`src/rtl/display_scan_ctrl.sv`:
```
// display_scan_ctrl
// Time-multiplexed scan controller sharing one 3-bit segment decoder across
// NUM_DIGITS digit positions. The host writes a shadow bank of {blank, code}
// entries. A commit copies shadow to active only at a frame boundary (or at
// once while the display is off), so the displayed frame never tears. Each
// digit slot is DIV cycles long: GUARD blanked cycles, then the rest driven.
//
// Ports:
//   clk, reset         single clock, synchronous active-high reset
//   enable             1 = scanning, 0 = display off
//   wr_en/wr_addr/     shadow bank write; wr_addr >= NUM_DIGITS is ignored
//   wr_data/wr_blank
//   commit / busy      request a shadow->active copy / copy pending
//   commit_done        one-cycle pulse when the copy happens
//   frame_done         one-cycle pulse on the wrap from last digit to digit 0
//   dec_code           code presented to the decoder (MSB = A)
//   dig_en             one-hot active-high digit enable
module display_scan_ctrl #(
  parameter int unsigned NUM_DIGITS = 4,
  parameter int unsigned DIV        = 50000,
  parameter int unsigned GUARD      = 16
) (
  input  logic                  clk,
  input  logic                  reset,
  input  logic                  enable,
  input  logic                  wr_en,
  input  logic [2:0]            wr_addr,
  input  logic [2:0]            wr_data,
  input  logic                  wr_blank,
  input  logic                  commit,
  output logic                  busy,
  output logic                  commit_done,
  output logic                  frame_done,
  output logic [2:0]            dec_code,
  output logic [NUM_DIGITS-1:0] dig_en
);

  localparam int unsigned CntW = $clog2(DIV);
  localparam int unsigned IdxW = ($clog2(NUM_DIGITS) > 1) ? $clog2(NUM_DIGITS) : 1;

  localparam logic [CntW-1:0] CntLast   = CntW'(DIV - 1);
  localparam logic [CntW-1:0] GuardLast = CntW'(GUARD - 1);
  localparam logic [IdxW-1:0] IdxLast   = IdxW'(NUM_DIGITS - 1);

  // Each entry is {blank, code}; reset value is blank with code 0.
  localparam logic [NUM_DIGITS-1:0][3:0] BankReset = {NUM_DIGITS{4'b1000}};
  localparam logic [NUM_DIGITS-1:0]      OneHot0   = {{(NUM_DIGITS-1){1'b0}}, 1'b1};

  typedef enum logic [1:0] {StOff, StGuard, StDrive} state_e;

  state_e                      state_q, state_d;
  logic [CntW-1:0]             cnt_q, cnt_d;
  logic [IdxW-1:0]             idx_q, idx_d;
  logic [NUM_DIGITS-1:0][3:0]  shadow_q, shadow_d;
  logic [NUM_DIGITS-1:0][3:0]  active_q, active_d;
  logic                        busy_q, busy_d;
  logic                        commit_done_q, commit_done_d;
  logic                        frame_done_q, frame_done_d;
  logic [2:0]                  dec_code_q, dec_code_d;
  logic [NUM_DIGITS-1:0]       dig_en_q, dig_en_d;
  logic                        wrap;
  logic                        copy;

  always_comb begin
    state_d  = state_q;
    cnt_d    = cnt_q;
    idx_d    = idx_q;
    shadow_d = shadow_q;
    active_d = active_q;
    busy_d   = busy_q;
    wrap     = 1'b0;

    case (state_q)
      StOff: begin
        if (enable) begin
          state_d = StGuard;
          cnt_d   = '0;
          idx_d   = '0;
        end
      end
      StGuard: begin
        cnt_d = cnt_q + 1'b1;
        if (cnt_q == GuardLast) state_d = StDrive;
      end
      StDrive: begin
        if (cnt_q == CntLast) begin
          state_d = StGuard;
          cnt_d   = '0;
          if (idx_q == IdxLast) begin
            idx_d = '0;
            wrap  = 1'b1;
          end else begin
            idx_d = idx_q + 1'b1;
          end
        end else begin
          cnt_d = cnt_q + 1'b1;
        end
      end
      default: state_d = StOff;
    endcase

    // Dropping enable wins over everything, mid-slot included.
    if (!enable) begin
      state_d = StOff;
      cnt_d   = '0;
      idx_d   = '0;
      wrap    = 1'b0;
    end

    // Only a commit already pending before this edge may copy; a commit
    // arriving in the wrap cycle waits for the next frame boundary.
    copy = busy_q && (wrap || (state_q == StOff));
    if (copy) begin
      active_d = shadow_q;
      busy_d   = 1'b0;
    end else if (commit) begin
      busy_d = 1'b1;
    end

    if (wr_en && ({29'd0, wr_addr} < NUM_DIGITS)) begin
      shadow_d[wr_addr[IdxW-1:0]] = {wr_blank, wr_data};
    end

    // Outputs are registered from next-state values so they line up with
    // the state they describe, including a freshly committed digit 0.
    dec_code_d = '0;
    dig_en_d   = '0;
    if (state_d != StOff) dec_code_d = active_d[idx_d][2:0];
    if (state_d == StDrive && !active_d[idx_d][3]) dig_en_d = OneHot0 << idx_d;
    frame_done_d  = wrap;
    commit_done_d = copy;
  end

  always_ff @(posedge clk) begin
    if (reset) begin
      state_q       <= StOff;
      cnt_q         <= '0;
      idx_q         <= '0;
      shadow_q      <= BankReset;
      active_q      <= BankReset;
      busy_q        <= 1'b0;
      commit_done_q <= 1'b0;
      frame_done_q  <= 1'b0;
      dec_code_q    <= '0;
      dig_en_q      <= '0;
    end else begin
      state_q       <= state_d;
      cnt_q         <= cnt_d;
      idx_q         <= idx_d;
      shadow_q      <= shadow_d;
      active_q      <= active_d;
      busy_q        <= busy_d;
      commit_done_q <= commit_done_d;
      frame_done_q  <= frame_done_d;
      dec_code_q    <= dec_code_d;
      dig_en_q      <= dig_en_d;
    end
  end

  assign busy        = busy_q;
  assign commit_done = commit_done_q;
  assign frame_done  = frame_done_q;
  assign dec_code    = dec_code_q;
  assign dig_en      = dig_en_q;

endmodule

```
`config.mk`:
```
export PLATFORM = sky130hd
export DESIGN_NAME = display_scan_ctrl
export DESIGN_NICKNAME = d
export VERILOG_FILES = /design/src/rtl/display_scan_ctrl.sv
export SDC_FILE = /design/constraint.sdc
export NUM_CORES = 1
export LEC_CHECK = 0
export CAP_MARGIN = 20
export CORE_UTILIZATION = 50
export CTS_CLUSTER_DIAMETER = 30
export DETAILED_ROUTE_END_ITERATION = 8
export PLACE_DENSITY = 0.7
export REMOVE_ABC_BUFFERS = 1
export SLEW_MARGIN = 20
export SYNTH_ARGS = -nofsm -noshare
export SYNTH_HDL_FRONTEND = slang
export SYNTH_SLANG_ARGS = --single-unit
```
`constraint.sdc`:
```
create_clock -name clk -period 5.84 [get_ports clk]
set_clock_uncertainty 0.15 [all_clocks]
set_input_delay 1.168 -clock clk [delete_from_list [all_inputs] [get_ports clk]]
set_output_delay 1.168 -clock clk [all_outputs]
set_load 0.05 [all_outputs]
```
Yosys cells after proc, flatten, opt, wreduce, memory -nomap -nowiden
Index checks and enable logic that the tools add are counted. Widths: inputs -> output; s select.

Input port bits: 12. Output and inout port bits: 10. Register bits: 62. Logic and storage cells: 65.

Bitwise gates (word level): 3. Equality and inequality tests: 6. Reduce and logical (&&, ||, !) cells: 13. $add $sub $neg: 2. Mux-type cells: 20. Shift operators: 1. $lt $le $gt $ge: 4.

Operator list (count): $pmux 16 s3 (1); $mux 16 (2); $add 16x1->16 const B (1); $bwmux 16 (1); $eq 16x16->1 const B (1); $eq 16x4->1 const B (1); $mux 2 (6); $bmux 4 s2 (1); $demux 4 s2 (1); $mux 4 (2); $reduce_or 2->1 (4); $eq 2x2->1 const B (3); $lt 2x3->1 const B (2); $pmux 2 s3 (1); $logic_and 1x1->1 (4); $mux 1 (4); $pmux 2 s2 (1); $shl 1x2->4 const A (1); $lt 3x3->1 const B (1); $not 1->1 (3); $reduce_bool 3->1 (1); $add 2x1->2 const B (1); $eq 2x1->1 const B (1); $ge 2x1->1 const B (1); 4 further kinds (4).

Logic depth before layout (Yosys ltp)
Gate-level depths: netlist of the first run.

Depth in word-level cells: 14. Depth in mapped cells: 9. Depth with buffers taken out: 8.

Least setup slack after synthesis of the first run
OpenSTA, ideal clock, no wires.

Kind: input port to flip-flop. From: in enable. To: reg dec_code_q[1] (netlist: dec_code[1]). Slack: 2.969 ns. Data arrival time: 2.604 ns. Stages: 6. Required time: 5.573 ns. Path buffers: 1. Library setup time: 0.117 ns. Cell sequence: clkbuf_1 > or4b_2 > mux2i_1 > a31oi_1 > o211a_1 > a22o_1.

Longest elaborated chain between the ends: 6. Elaborated cells between the ends (all ways): 11. Those cells by class: mux (6); bitwise (1); reduce/logical (4).

RTL lines: from (decl) (line 25) `input logic enable,`; $mux 1 (line 103) `if (!enable) begin`; $logic_or 1x1->1 (line 112) `copy = busy_q && (wrap || (state_q == StOff));`; $logic_and 1x1->1 (line 112); $mux 16 (line 113) `if (copy) begin`; $bmux 4 s2 (line 128) `if (state_d != StOff) dec_code_d = active_d[idx_d][2:0];`; $mux 4; to (signal assigned) (line 155) `dec_code_q <= dec_code_d;`; to (decl) (line 59) `logic [2:0] dec_code_q, dec_code_d;`.

Several ways; a longest one is shown, not always the timed one. The select of a mux whose other input is x is not followed. A chain may end at the register's enable or synchronous reset.

Worst setup path in the final report of the first run
Ends and elaborated chain as after synthesis.

==> impl_metrics.toml, run 1 <==
[timing]
final-setup-viol-count = 0
timing_max_transition_violations_final = 0
setup_slack_ns = 2.74
clock_period_minus_worst_slack_ns = 3.10
worst_pin_slew_ns = 0.646
clock.fmax_ghz = 0.323
timing.final.hold_violations = 0
maxSlewHeadroom = 0.560
rsz0062_at_grt = "false"
final.setup.tns_ns = 0
timing.final.crit_share = 0.531

[clocking]
cts-hold-fix-buffers = 0
numCtsBuffers = 9
clkSinkCount = 62
max-clock-path-buffers = 2
h-tree-depth = 3
clkLatencyLatePin_ns = 0.34
post-cts-setup-buffer-count = 0
clk_root_buffer_cell = "clkbuf_8"
tritoncts = "yes"
cts_resized = 0
clk_pin_slew_worst_paths_ns = 0.07

[layout]
layoutNonFillerInstCount = 391
syn2layout_area_growth_pct = 16.2
nNetsFinal = 334
final_core_utilization = 0.606
final.fill_count = 467
layout-drive-gt1-share = 0.0940
antenna_cells = 0

[floorplanning]
die_w_um = 77.8
placeableCoreArea_sq_um = 5510
std_cell_rows = 27
die_height_um = 77.8
start_util = 0.521
num_io_pins = 22
die_area_sq_um = 6050

[detailed_routing]
drt-initial-drc-count = 95
finalWirelength_um = 5290
routed-via-count = 2082
post_drt_wl_per_cell_um = 13.5
route.antenna.remaining_nets = 0
remaining_drc_errors = 0
avgViaCountPerCell = 5.32
drt_pass1_iterations = 4

[critical_path]
critical_path.max_stage_delay_ns = 0.62
cpLargestDelayFamily = "multiplexers"
end_kind = "flip-flop"
reg2reg_depth = 7
cp.arrival_ns = 3.19
regToRegStartpoint = "cnt_q[0]$_SDFFE_PP0P_"
worstPathBufferInverterCount = 1
setup.worst_path.class = "in -> reg"
cp-start-kind = "input pin"
ff2ff_setup_slack_ns = 3.15
critical_path.cell_chain = "clkdlybuf4s50_1 > and3_1 > a31oi_1 > mux2i_4 > mux2i_1 > mux2i_1 > a22o_1"
wp_data_required_ns = 5.93
cp_slowest_cell = "clkdlybuf4s50_1"
timing.critical_path.fanout_max = 15
worstReg2RegEnd = "dec_code[1]$_SDFF_PP0_"
timing.critical_path.mode_cell = "mux2i_1"

[power]
leakagePower_nw = 1.35
p_per_area_nw_per_um2 = 262
irDropWorstVdd_uv = 160

[synthesis]
synth_register_bits = 62
synth_edf_count = 0
synth_cell_type_count = 44
postSynthCellCount = 293
postSynthAreaPerCell_sq_um = 9.80
asyncSetResetFlopFracSynth = 0
synth_sequential_area_ratio = 0.432
yosysWarningCount = 0
postSynth.topFlopCell = "dfxtp_1"
synthesis.area_sq_um = 2870

[global_routing]
antenna_violations_before_repair = 0
grt_pass1_wl_um = 9120
groute.usage.overall = 0.197
maximum_number_of_pins_on_one_net_before_global_route_repair = 38
total_gr_overflow = 0
number_of_global_route_vias_before_repair = 1890

[run_status]
status = "finished, final reports clean"

[place]
place.gp.congestion = 0.769
numPortBuffers = 21
detailed_place_hpwl_um = 3670
post-place-ws_ns = 2.40
dpl.cell_count = 376

[hold_path]
worst_hold_path.num_cells = 1
hold_path_startpoint = "shadow_q[15]$_SDFFE_PP1P_"
hp-class = "reg -> reg"
min_delay_worst_endpoint = "shadow_q[15]$_SDFFE_PP1P_"

[flow_run]
cap_violations = 0
[cell families (layout without fill, tap and decap cells)]
| logic type | Yosys count | after routing | share of synthesized area |
|---|---|---|---|
| xor+xnor | 13 | 13 | 0.0397 |
| simple gates | 117 | 117 | 0.223 |
| mux | 48 | 48 | 0.172 |
| compound gates | 23 | 23 | 0.0645 |
| flops | 62 | 62 | 0.432 |
| buf+inv | 23 | 49 | 0.0383 |
| fa+ha+maj | 7 | 7 | 0.0305 |
[synthesized netlist by cell type, types with 2 or more instances]
master	instances	area share
clkbuf_1	8	0.010
a22o_1	3	0.0092
nand3b_1	2	0.0052
dfxtp_1	62	0.43
a31oi_1	2	0.0044
nor2_1	45	0.059
and2_1	6	0.013
nand2b_1	5	0.011
ha_1	7	0.030
and3_1	10	0.022
buf_2	4	0.0070
nor2b_1	5	0.011
a21oi_1	3	0.0052
and4b_1	2	0.0070
nor4bb_1	3	0.010
nand2_1	10	0.013
buf_6	2	0.0078
inv_1	8	0.010
a211o_1	4	0.012
nand4_1	4	0.0087
xnor2_1	6	0.018
nand3_1	10	0.017
mux2i_1	47	0.16
o21ai_0	3	0.0052
o211a_1	2	0.0070
nor3_1	6	0.010
xor2_1	7	0.021
[cell type report]
| cell class | instances | area, sq um | share of cell area |
|---|---|---|---|
| Clock buffer | 12 | 165 | 0.0495 |
| Clock inverter | 3 | 42.5 | 0.0127 |
| Inverter | 8 | 30.0 | 0.00900 |
| Multi-Input combinational cell | 208 | 1520 | 0.456 |
| Sequential cell | 62 | 1240 | 0.372 |
| Tap cell | 72 | 90.1 | 0.0270 |
| Timing Repair Buffer | 26 | 248 | 0.0742 |
[registers in the layout (all words and copies together) (netlist names)]
| register | flops |
|---|---|
| active_q | 16 |
| cnt_q | 16 |
| shadow_q | 16 |
| dig_en | 4 |
| dec_code | 3 |
| idx_q | 2 |
| state_q | 2 |
| busy | 1 |
| commit_done | 1 |
| frame_done | 1 |
[layout by cell type, fill, tap and decap left out, types with 2 or more instances in the layout]
cell type,netlist,layout
inv_1,8,8
ha_1,7,7
buf_4,1,5
clkbuf_8,0,12
o21ai_0,3,3
and2_1,6,6
dfxtp_1,62,62
nor2_1,45,45
o211a_1,2,2
a31oi_1,2,2
nand4_1,4,4
xor2_1,7,7
nand3b_1,2,2
and3_1,10,10
nor2b_1,5,5
a21oi_1,3,3
nor3_1,6,6
nand2b_1,5,5
clkdlybuf4s50_1,0,21
and4b_1,2,2
mux2i_1,47,47
nand2_1,10,10
a22o_1,3,3
nor4bb_1,3,3
a211o_1,4,4
xnor2_1,6,6
nand3_1,10,10
[worst max-delay path by stage]
stage / from / end / slack, ns / cells after the start
after floorplan: enable / dec_code[0]$_SDFF_PP0_ / 2.97 / 5
after global placement: enable / dec_code[2]$_SDFF_PP0_ / 2.46 / 7
after detailed placement: enable / dec_code[0]$_SDFF_PP0_ / 2.40 / 7
after CTS: enable / dec_code[1]$_SDFF_PP0_ / 2.74 / 7
after global routing: enable / dec_code[1]$_SDFF_PP0_ / 2.58 / 7
final: enable / dec_code[1]$_SDFF_PP0_ / 2.74 / 7
[worst register-to-register path, stage by stage (launching register included)]
cell and delay, ns:
dfxtp_1 0.38, ha_1 0.23, and3_1 0.21, and4_1 0.36, mux2i_4 0.65, mux2i_1 0.28, mux2i_1 0.10, a22o_1 0.21
[power by group]
group	total [W]	switching (W)	internal [W]
registers	0.000432	0.00000371	0.000428
logic	0.0000500	0.0000268	0.0000232
clock network	0.000391	0.000162	0.000229
total	0.000873	0.000193	0.000680
[per-layer routing]
| metal | share of wire | global-route usage | vias up |
|---|---|---|---|
| met5 | 0 | 0 | - |
| met4 | 0.015 | 0.0962 | 0 |
| met3 | 0.037 | 0.0529 | 10 |
| met2 | 0.44 | 0.272 | 44 |
| met1 | 0.51 | 0.281 | 960 |
| li1 | - | - | 1068 |
[stage by stage]
| stage | hold slack [ns] | area, sq um | total power (W) |
|---|---|---|---|
| floorplan | 0.285 | 2790 | 0.000469 |
| global placement | 0.304 | 3130 | 0.000491 |
| detailed placement | 0.305 | 3130 | 0.000491 |
| CTS | 0.321 | 3340 | 0.000881 |
| global route | 0.352 | 3340 | 0.000906 |
| finish | 0.316 | 3340 | 0.000873 |
No activity file was read; power rests on OpenSTA's default activity.
==> run 2: changes to the inputs <==
- clock period: 5.84 -> 3 ns (I/O delays scaled with it)
==> run 2 against run 1 <==
  * Register-to-register slack worse by 2.7 ns
  * Utilization increased by 0.48 points
  * Largest power group unchanged
  * Global-route usage is 0.31 points lower
  * Via count rose by 0.43%
  * Final cell count up 0.51%
  * Combinational power increased by 97%
==> impl_metrics.toml, run 2 (synthesized netlist as in run 1, its figures left out) <==
[layout]
post_route_cell_area_sq_um = 3360
layoutNonFillerInstCount = 393
antenna_cells = 0
layout_common_cells = "dfxtp_1 (62), mux2i_1 (47), nor2_1 (45), clkdlybuf4s50_1 (21)"
layout-drive-gt1-share = 0.0966
syn2layout_area_growth_pct = 17.1
nNetsFinal = 335
reg_top3 = "active_q (16), cnt_q (16), shadow_q (16)"
leading_cell_type_in_the_layout_fill_and_taps_excluded = "dfxtp_1"

[detailed_routing]
post_drt_wl_per_cell_um = 13.5
drt-initial-drc-count = 90
routed-via-count = 2091
remaining_drc_errors = 0
avgViaCountPerCell = 5.32
drt_pass1_iterations = 4
route.antenna.remaining_nets = 0
finalWirelength_um = 5300

[critical_path]
critical_path.startpoint = "state_q[0]$_SDFF_PP0_"
cp.arrival_ns = 2.58
end_kind = "flip-flop"
reg2reg_depth = 8
worstReg2RegEnd = "dec_code[1]$_SDFF_PP0_"
setup.worst_path.class = "reg -> reg"
timing.critical_path.fanout_max = 8
cp-start-kind = "flip-flop"
wp_data_required_ns = 3.08
ff2ff_setup_slack_ns = 0.50
regToRegStartpoint = "state_q[0]$_SDFF_PP0_"

[clocking]
clk_root_buffer_cell = "clkbuf_8"
clk_pin_slew_worst_paths_ns = 0.07
h-tree-depth = 3
post-cts-setup-buffer-count = 0
cts-hold-fix-buffers = 0
clkSinkCount = 62
tritoncts = "yes"
cts_resized = 0
max-clock-path-buffers = 2
clkLatencyLatePin_ns = 0.33
numCtsBuffers = 9

[timing]
clock_period_minus_worst_slack_ns = 2.50
setup_slack_ns = 0.495
timing_max_transition_violations_final = 0
clock.fmax_ghz = 0.399
maxSlewHeadroom = 0.563
timing.final.crit_share = 0.835
worst_hold_slack_ns = 0.332
worst_pin_slew_ns = 0.646
final.setup.tns_ns = 0
final-setup-viol-count = 0
rsz0062_at_grt = "false"
timing.final.hold_violations = 0

[floorplanning]
die_area_sq_um = 6050
start_util = 0.521
placeableCoreArea_sq_um = 5510
die_w_um = 77.8
std_cell_rows = 27
num_io_pins = 22
die_height_um = 77.8

[hold_path]
hp-class = "reg -> reg"
hold_path_startpoint = "active_q[11]$_SDFF_PP1_"
worst_hold_path.num_cells = 2
min_delay_worst_endpoint = "active_q[11]$_SDFF_PP1_"

[power]
irDropWorstVdd_uv = 317
p_per_area_nw_per_um2 = 511
leakagePower_nw = 1.36

[global_routing]
maximum_number_of_pins_on_one_net_before_global_route_repair = 37
number_of_global_route_vias_before_repair = 1976
total_gr_overflow = 0
groute.usage.overall = 0.194
antenna_violations_before_repair = 0
grt_pass1_wl_um = 9050

[run_status]
status = "finished, final reports clean"

[flow_run]
cap_violations = 0

[place]
detailed_place_hpwl_um = 3700
detailed_place.area_sq_um = 3150
place.gp.congestion = 0.770
numPortBuffers = 21
dpl.cell_count = 377
post-place-ws_ns = 0.173
-- run 2: cell count changes in the layout (fill, tap and decap cells not counted), sizes merged --
cell    change
buf         +1
bufinv      +1
clkbuf      -2
clkinv      +2
-- run 2: where the power goes --
part | total (W) | internal (W) | leakage, nW | switching, W
sequential | 0.000840 | 0.000833 | 0.501 | 0.00000688
clock | 0.000781 | 0.000466 | 0.106 | 0.000315
combinational | 0.0000987 | 0.0000452 | 0.750 | 0.0000535
total | 0.00172 | 0.00134 | 1.36 | 0.000375
-- run 2: final cells by class --
class / instances / area, sq um
clock inverters: 6 / 86.3
multi-input cells: 208 / 1520
well taps: 72 / 90.1
flip-flops and latches: 62 / 1240
inverters: 8 / 30.0
repair buffers: 27 / 268
clock buffers: 10 / 128
fillers: 488 / 2140
-- run 2: how the worst max path moves through the flow --
stage	endpoint	slack, ns	depth (start not counted)
finish	dec_code[1]$_SDFF_PP0_	0.50	8
global route	cnt_q[11]$_SDFFE_PP0P_	0.29	7
CTS	dec_code[0]$_SDFF_PP0_	0.51	8
detailed placement	dec_code[1]$_SDFF_PP0_	0.17	6
global placement	dec_code[1]$_SDFF_PP0_	0.23	6
floorplan	dec_code[0]$_SDFF_PP0_	0.50	7
-- run 2: through the flow --
| stage | util | total power (W) |
|---|---|---|
| floorplan | - | 0.000913 |
| CTS | 0.611 | 0.00174 |
| global placement | 0.572 | 0.000956 |
| detailed placement | 0.572 | 0.000957 |
| finish | 0.611 | 0.00172 |
| global route | 0.611 | 0.00178 |
-- run 2: per-layer routing --
layer  vias to the layer above  GRT usage  share of wire
li1                       1072          -              -
met1                       987      0.254           0.51
met2                        27      0.302           0.45
met3                         5     0.0353          0.026
met4                         0      0.106          0.013
met5                         -          0              0
-- run 2: critical path, cell delays in order, from the launching register on --
cell	delay, ns
dfxtp_1	0.37
inv_1	0.10
ha_1	0.29
inv_1	0.10
or4b_2	0.68
mux2i_1	0.19
a31oi_1	0.10
o211a_1	0.19
a22o_1	0.23
==> run 3: changes to the inputs <==
- clock period: 3 -> 2.5 ns (I/O delays scaled with it)
==> run 3 against run 2 <==
  * Clock power up 24%
  * Combinational power up 32%
  * Via count up 4.6%
  * Highest routed layer unchanged
  * Register-to-register slack worse by 0.36 ns
  * Critical path type unchanged
  * Global-route usage up 1.8 points
  * Sequential share of layout area down 1.6 points
==> impl_metrics.toml, run 3 (synthesized netlist as in run 1, its figures left out) <==
[clocking]
h-tree-depth = 3
cts_resized = 0
cts-hold-fix-buffers = 0
numCtsBuffers = 9
clk_root_buffer_cell = "clkbuf_8"
clk_pin_slew_worst_paths_ns = 0.07
tritoncts = "yes"
post-cts-setup-buffer-count = 0
max-clock-path-buffers = 2
clkLatencyLatePin_ns = 0.34
clkSinkCount = 62

[critical_path]
cp_slowest_cell = "dfxtp_1"
critical_path.cell_chain = "ha_1 > and3_1 > and4_2 > mux2i_4 > buf_12 > mux2i_1 > mux2i_1 > a22o_1"
wp_data_required_ns = 2.59
end_kind = "flip-flop"
setup.worst_path.class = "reg -> reg"
timing.critical_path.fanout_max = 15
cpLargestDelayFamily = "multiplexers"
timing.critical_path.mode_cell = "mux2i_1"
worstPathBufferInverterCount = 1
critical_path.max_stage_delay_ns = 0.38
reg2reg_depth = 8
cp.arrival_ns = 2.46
worstReg2RegEnd = "dec_code[2]$_SDFF_PP0_"
ff2ff_setup_slack_ns = 0.13
cp-start-kind = "flip-flop"
regToRegStartpoint = "cnt_q[0]$_SDFFE_PP0P_"

[floorplanning]
std_cell_rows = 27
die_height_um = 77.8
start_util = 0.521
die_w_um = 77.8
num_io_pins = 22
placeableCoreArea_sq_um = 5510
die_area_sq_um = 6050

[timing]
setup_slack_ns = 0.131
timing.final.crit_share = 0.948
final-setup-viol-count = 0
clock.fmax_ghz = 0.422
worst_pin_slew_ns = 0.492
final.setup.tns_ns = 0
rsz0062_at_grt = "false"
clock_period_minus_worst_slack_ns = 2.37
timing.final.hold_violations = 0
maxSlewHeadroom = 0.671
timing_max_transition_violations_final = 0

[layout]
regArea_sq_um = 1240
reg_top3 = "active_q (16), cnt_q (16), shadow_q (16)"
multi_input_area_sq_um = 1530
final.fill_count = 467
nNetsFinal = 351
leading_cell_type_in_the_layout_fill_and_taps_excluded = "dfxtp_1"
post_route_cell_area_sq_um = 3520
antenna_cells = 0
layout-drive-gt1-share = 0.151
syn2layout_area_growth_pct = 22.4
layout_common_cells = "dfxtp_1 (62), mux2i_1 (47), nor2_1 (45), clkdlybuf4s50_1 (21), buf_4 (20)"

[power]
p_per_area_nw_per_um2 = 599
leakagePower_nw = 1.45
power.net_switching_w = 0.000461
power_report.internal_total_w = 0.00165
p_sw_frac = 0.219
irDropWorstVdd_uv = 364
power_frac_seq = 0.478
power_w = 0.00211
power.share.clock = 0.461
combPwrFrac = 0.062

[place]
place.gp.congestion = 0.774
detailed_place_hpwl_um = 4030
numPortBuffers = 21
detailed_place.area_sq_um = 3280
post-place-ws_ns = -0.0402

[hold_path]
min_delay_worst_endpoint = "active_q[11]$_SDFF_PP1_"
worst_hold_path.num_cells = 2
hp-class = "reg -> reg"
hold_path_startpoint = "active_q[11]$_SDFF_PP1_"

[global_routing]
groute.usage.overall = 0.212
maximum_number_of_pins_on_one_net_before_global_route_repair = 37
grt_pass1_wl_um = 9830
antenna_violations_before_repair = 0
number_of_global_route_vias_before_repair = 2185
total_gr_overflow = 0

[detailed_routing]
finalWirelength_um = 5670
routed-via-count = 2187
post_drt_wl_per_cell_um = 13.9
drt_pass1_iterations = 4
drt-initial-drc-count = 118
avgViaCountPerCell = 5.35
route.antenna.remaining_nets = 0
remaining_drc_errors = 0

[run_status]
status = "finished, final reports clean"

[flow_run]
cap_violations = 0
==> run 3: power by group through the flow <==
stage                     Sequential (W)  Clock [W]  Combinational (W)
after floorplan                  0.00104          0          0.0000594
final                            0.00101   0.000970           0.000130
after global routing             0.00101    0.00105           0.000140
after CTS                        0.00101   0.000992           0.000130
after global placement           0.00103          0           0.000128
after detailed placement         0.00103          0           0.000130
==> run 3: routing by layer <==
metal	share of wire	vias up	GRT usage	wire (um)
met3	0.042	10	0.0588	240
li1	-	1101	-	-
met1	0.49	1035	0.269	2760
met2	0.45	41	0.328	2560
met5	0	-	0	0
met4	0.020	0	0.109	113
==> run 3: worst max path at each step <==
stage | to | cells after the start | slack [ns] | startpoint
after global routing | dec_code[2]$_SDFF_PP0_ | 8 | 0.008 | cnt_q[0]$_SDFFE_PP0P_
final | dec_code[2]$_SDFF_PP0_ | 8 | 0.13 | cnt_q[0]$_SDFFE_PP0P_
after floorplan | dec_code[0]$_SDFF_PP0_ | 7 | -0.005 | cnt_q[0]$_SDFFE_PP0P_
after global placement | dec_code[1]$_SDFF_PP0_ | 6 | -0.03 | enable
after CTS | dec_code[2]$_SDFF_PP0_ | 8 | 0.08 | cnt_q[0]$_SDFFE_PP0P_
after detailed placement | dec_code[1]$_SDFF_PP0_ | 6 | -0.04 | enable
==> run 3: area by class of cell <==
type	instances	share of cell area
clock buffer	10	0.0391
clock inverter	6	0.0242
inverter	8	0.00854
multi-input combinational	208	0.436
sequential	62	0.353
tap	72	0.0256
timing repair buffer	43	0.114
==> run 3: tightest hold or removal path: stages, from the launching register on <==
cell and delay (ns):
dfxtp_1 0.31, mux2i_1 0.07, nand2b_1 0.06
==> run 3: metrics by stage <==
stage / hold slack [ns] / std cells / utilization
after floorplan: 0.285 / 278 / -
after global placement: 0.301 / 393 / 0.596
after detailed placement: 0.310 / 393 / 0.596
after CTS: 0.327 / 409 / 0.636
after global routing: 0.347 / 409 / 0.638
final: 0.325 / 409 / 0.638
==> edit 1 (settings of run 2) <==
Reset style: asynchronous (`reset`), changed in one clocked block. Comments in the files are not updated.
--- a/src/rtl/display_scan_ctrl.sv
+++ b/src/rtl/display_scan_ctrl.sv
@@ -132,5 +132,5 @@
   end
 
-  always_ff @(posedge clk) begin
+  always_ff @(posedge clk or posedge reset) begin
     if (reset) begin
       state_q       <= StOff;
Check against the original RTL: differs if reset is asserted again (counterexample within 4 cycles, from zero or initial values and one cycle with reset high); with reset held inactive, the same outputs for 10 cycles.
==> edit 1 against run 2 <==
The run now ends with DRC left. Critical path depth did not move. Setup slack got worse by 0.19 ns. Sequential share of layout area rose by 2.7 points. Synthesized cell count grew 12%. Routed wire length rose by 45%. Sequential cell count is the same. Cell area rose by 17%. Area after synthesis is 18% higher. Critical path type unchanged. Critical endpoint is now dig_en[2].
Power is not compared: it rests on default switching activity, and its combinational part moved more than twofold at a synthesized area within 25%.
==> edit 1: results (changes against run 2) <==
| Metric | Value |
|---|---|
| Metal-1 WL | `3.75 mm (+38%)` |
| Top_reg_cell synth | `dfrtp_1` |
| Library cells used by synthesis | `59 (+34%)` |
| Iteration-0 DRC count of the detailed router | `199 (+120%)` |
| Met2 GRT Util | `34.0% (+3.8 points)` |
| CP max FO | `8 (unchanged)` |
| Syn avg cell area | `10.3 µm² (+5.3%)` |
| Final instance count without filler cells | `440 (+12%)` |
| Largest net degree at the start of global routing | `28 (-24%)` |
| Failing checks | `DRC` |
| Met2 routed WL | `3.42 mm (+43%)` |
| Fin nets | `376 (+12%)` |
| GPL Wtd Cong | `0.818 (+6.4%)` |
| Total GRT Usage | `23.8% (+4.4 points)` |
| Status | `finished with violations` |
| Pre-CTS WS | `0.123 ns (-0.0500 ns)` |
| Post-synth ARST share | `100% (+100 points)` |
| Drt via density | `6.21 (+17%)` |
| Post-synthesis compound-gate area fraction | `18.4% (+12 points)` |
| Placed Cells | `424 (+12%)` |
| Post-synthesis xor/xnor area fraction | `1.04% (-2.9 points)` |
| Synth top cells by count | `dfrtp_1 (54), nand2_1 (30), o21ai_0 (24)` |
| CP max stage cell | `a221oi_1` |
| Detailed-route wire length | `7.69 mm (+45%)` |
| Share of layout cells above drive strength 1 | `19.0% (+9.4 points)` |
| Relative slew slack | `54.0% (-2.3 points)` |
| Family with the most delay on the worst path | `compound AO/OA/AOI/OAI gates` |
| Sequential share of the synthesized area | `46.3% (+3.0 points)` |
| Worst skew pair latency | `0.35 ns (+0.02 ns)` |
| Met3 Wirelength | `382 µm (+170%)` |
| Drt first pass iters | `6 (+2)` |
| DRC Markers | `8 (+8)` |
| Top post-synthesis cells by area | `dfrtp_1 (40%), dfstp_2 (6.2%), mux2_2 (5.7%)` |
| Post-synthesis adder-cell area fraction | `2.22% (-0.83 points)` |
| Synth area leader | `dfrtp_1` |
-- edit 1: changes by cell type after synthesis, moves of 7 or more --
cell / delta
mux2i_1: -45
a31oi_1: +10
nand2_1: +20
o21ai_0: +21
mux2_2: +17
dfxtp_1: -62
nor2_1: -23
nor3b_1: +7
dfstp_2: +8
dfrtp_1: +54
-- edit 1: final cells by class --
type                       instances  area [µm²]
clock buffer                      11         151
timing repair buffer              36         335
fill                             533        2480
tap                               77        96.3
inverter                           6        22.5
sequential                        62        1560
clock inverter                     5        81.3
multi-input combinational        243        1690
-- edit 1: final timing paths --
check / from / endpoint / slack, ns
max: state_q[0] / dig_en[2] / 0.30
min: cnt_q[15] / cnt_q[15] / 0.33
min reg2reg: cnt_q[15] / cnt_q[15] / 0.33
min in group asynchronous: reset / cnt_q[14] / 0.48
max reg2reg: state_q[0] / dig_en[2] / 0.30
max in group asynchronous: reset / active_q[7] / 1.57
==> edit 2 (settings of run 2) <==
Made on the original files. `DIV`: 50000 -> 200000.
--- a/src/rtl/display_scan_ctrl.sv
+++ b/src/rtl/display_scan_ctrl.sv
@@ -18,5 +18,5 @@
 module display_scan_ctrl #(
   parameter int unsigned NUM_DIGITS = 4,
-  parameter int unsigned DIV        = 50000,
+  parameter int unsigned DIV        = 200000,
   parameter int unsigned GUARD      = 16
 ) (
Formal check against the unedited RTL: same outputs for any inputs over 10 cycles, from zero or initial values and one cycle with reset high; that may be too few to reach the edited logic, so the function may still have changed.
==> edit 2 against run 2 <==
Maximum frequency down 7.6%. Highest routed layer unchanged. Area after synthesis up 3.7%. Clock power up 6.5%. Critical path depth unchanged. First-iteration DRC count up 87%. Synthesized cell count up 17%. Global-route usage up 3.3 points. Power up 5.0%. Via count up 23%. Setup slack worse by 0.21 ns. Cell area up 4.7%. Routed wire length up 23%. Sequential cell count up 2.
==> edit 2: results (changes against run 2) <==
| Metric | Value |
|---|---|
| Clk buf depth | `2 (unchanged)` |
| Reg2reg start | `state_q[1]` |
| Post-CTS setup buffer count | `0 (unchanged)` |
| Drt first pass iters | `6 (+2)` |
| First-pass GRT wire length | `10.9 mm (+20%)` |
| GPL Wtd Cong | `0.807 (+4.9%)` |
| HPWL after DPL | `4.38 mm (+18%)` |
| Crit-path max cell delay | `0.46 ns (-0.22 ns)` |
| # resized after CTS | `0 (unchanged)` |
| H-tree depth | `3 (unchanged)` |
| Max-slew violation count | `0 (unchanged)` |
| CP max stage cell | `o21ai_2` |
| Setup crit end | `dig_en[3]` |
| EDFF count, synth | `0 (unchanged)` |
| Sequential share of the synthesized area | `43.0% (-0.20 points)` |
| Fin nets | `389 (+16%)` |
| Initial antenna violation count | `0 (unchanged)` |
| Vias in the first global route | `2261 (+14%)` |
| Largest net degree at the start of global routing | `37 (unchanged)` |
| CTS Buf Count | `9 (unchanged)` |
| Post-synth ARST share | `0% (unchanged)` |
| F_max | `369 MHz (-7.6%)` |
| Crit path DAT | `2.80 ns (+0.22 ns)` |
| Library cells used by synthesis | `49 (+11%)` |
| Antenna cell count | `0 (unchanged)` |
| YS warnings | `0 (unchanged)` |
| Top_reg_cell synth | `dfxtp_1` |
| CP max FO | `9 (+1)` |
| # fillers | `473 (-3.1%)` |
| P_leak | `1.27 nW (-6.8%)` |
| Total GRT Usage | `22.8% (+3.3 points)` |
| Relative slew slack | `48.3% (-8.0 points)` |
| Share of layout cells above drive strength 1 | `10.9% (+1.3 points)` |
| Worst skew pair latency | `0.34 ns` |
| FF-to-FF path depth | `8 (unchanged)` |
| IO buf count | `21 (unchanged)` |
| Largest regs | `cnt_q: 18 flops, active_q: 16 flops, shadow_q: 16 flops` |
| CTS root buffer | `clkbuf_8` |
| Status | `finished, final reports clean` |
| Synth top cells by count | `dfxtp_1 (64), nand2_1 (52), a21oi_1 (40)` |
| Pre-CTS WS | `0.325 ns (+0.152 ns)` |
| Total number of vias | `2566 (+23%)` |
| Hold_buf cts | `0 (unchanged)` |
| Hold WC Path Type | `flop to flop` |
| Maximum VDD drop | `0.000375 V (+19%)` |
| Setup crit start kind | `flop` |
| Top post-synthesis cells by area | `dfxtp_1 (43%), a21oi_1 (6.7%), nand2_1 (6.6%)` |
| R2R Setup Slk | `0.29 ns (-0.21 ns)` |
| Reg clk slew, reported paths | `0.07 ns (about the same)` |
| Routed wire per std cell | `14.6 µm (+8.4%)` |
| Iteration-0 DRC count of the detailed router | `168 (+87%)` |
-- edit 2: power breakdown --
| group | leakage (nW) | switching [mW] | internal [mW] |
|---|---|---|---|
| combinational | 0.639 | 0.0613 | 0.0454 |
| clock | 0.109 | 0.339 | 0.493 |
| sequential | 0.517 | 0.00699 | 0.860 |
-- edit 2: final cells by class --
| cell class | instances | area share (%) |
|---|---|---|
| tap | 72 | 2.56 |
| multi-input combinational | 254 | 45.0 |
| clock inverter | 6 | 2.63 |
| timing repair buffer | 34 | 8.74 |
| clock buffer | 10 | 3.91 |
| inverter | 7 | 0.746 |
| sequential | 64 | 36.4 |
-- edit 2: metrics by stage --
| step | area, µm² | util [%] | cells | hold slack (ns) |
|---|---|---|---|---|
| final | 3520 | 62.8 | 447 | 0.317 |
| after global routing | 3520 | 62.8 | 447 | 0.337 |
| after CTS | 3520 | 62.8 | 447 | 0.319 |
| after detailed placement | 3290 | 58.7 | 431 | 0.308 |
| after global placement | 3290 | 58.7 | 431 | 0.301 |
| after floorplan | 2890 | - | 325 | 0.288 |
-- edit 2: cells by family after synthesis --
kind of cell | count (synthesis) | synth area share (%)
AOI/OAI and AO/OA | 90 | 20.9
adders and majority gates | 7 | 2.94
buffers and inverters | 25 | 3.70
DFF | 64 | 43.0
muxes | 19 | 6.39
and+or+nand+nor | 138 | 23.1
-- edit 2: worst max-delay path, delay by kind of cell (launching register included) --
family / cells / cell delay (ns)
compound gates: 3 / 0.86
flops: 1 / 0.43
fa+ha+maj: 1 / 0.38
mux: 2 / 0.38
simple gates: 1 / 0.29
buf+inv: 1 / 0.11
-- edit 2: worst min-delay path by stage --
stage	from	end	slack, ns	depth (start not counted)
3_5_place_dp	active_q[11]	active_q[11]	0.31	2
6_report	active_q[0]	active_q[0]	0.32	2
3_3_place_gp	active_q[10]	active_q[10]	0.30	2
2_1_floorplan	active_q[0]	active_q[0]	0.29	2
5_1_grt	active_q[13]	active_q[13]	0.34	2
4_1_cts	active_q[2]	active_q[2]	0.32	2
-- edit 2: layer usage --
layer	share of wire (%)	up-vias	global-route usage [%]
met5	0	-	0
met4	1.6	0	12.4
met3	3.1	9	4.25
met2	44	49	33.1
met1	51	1217	31.6
li1	-	1291	-
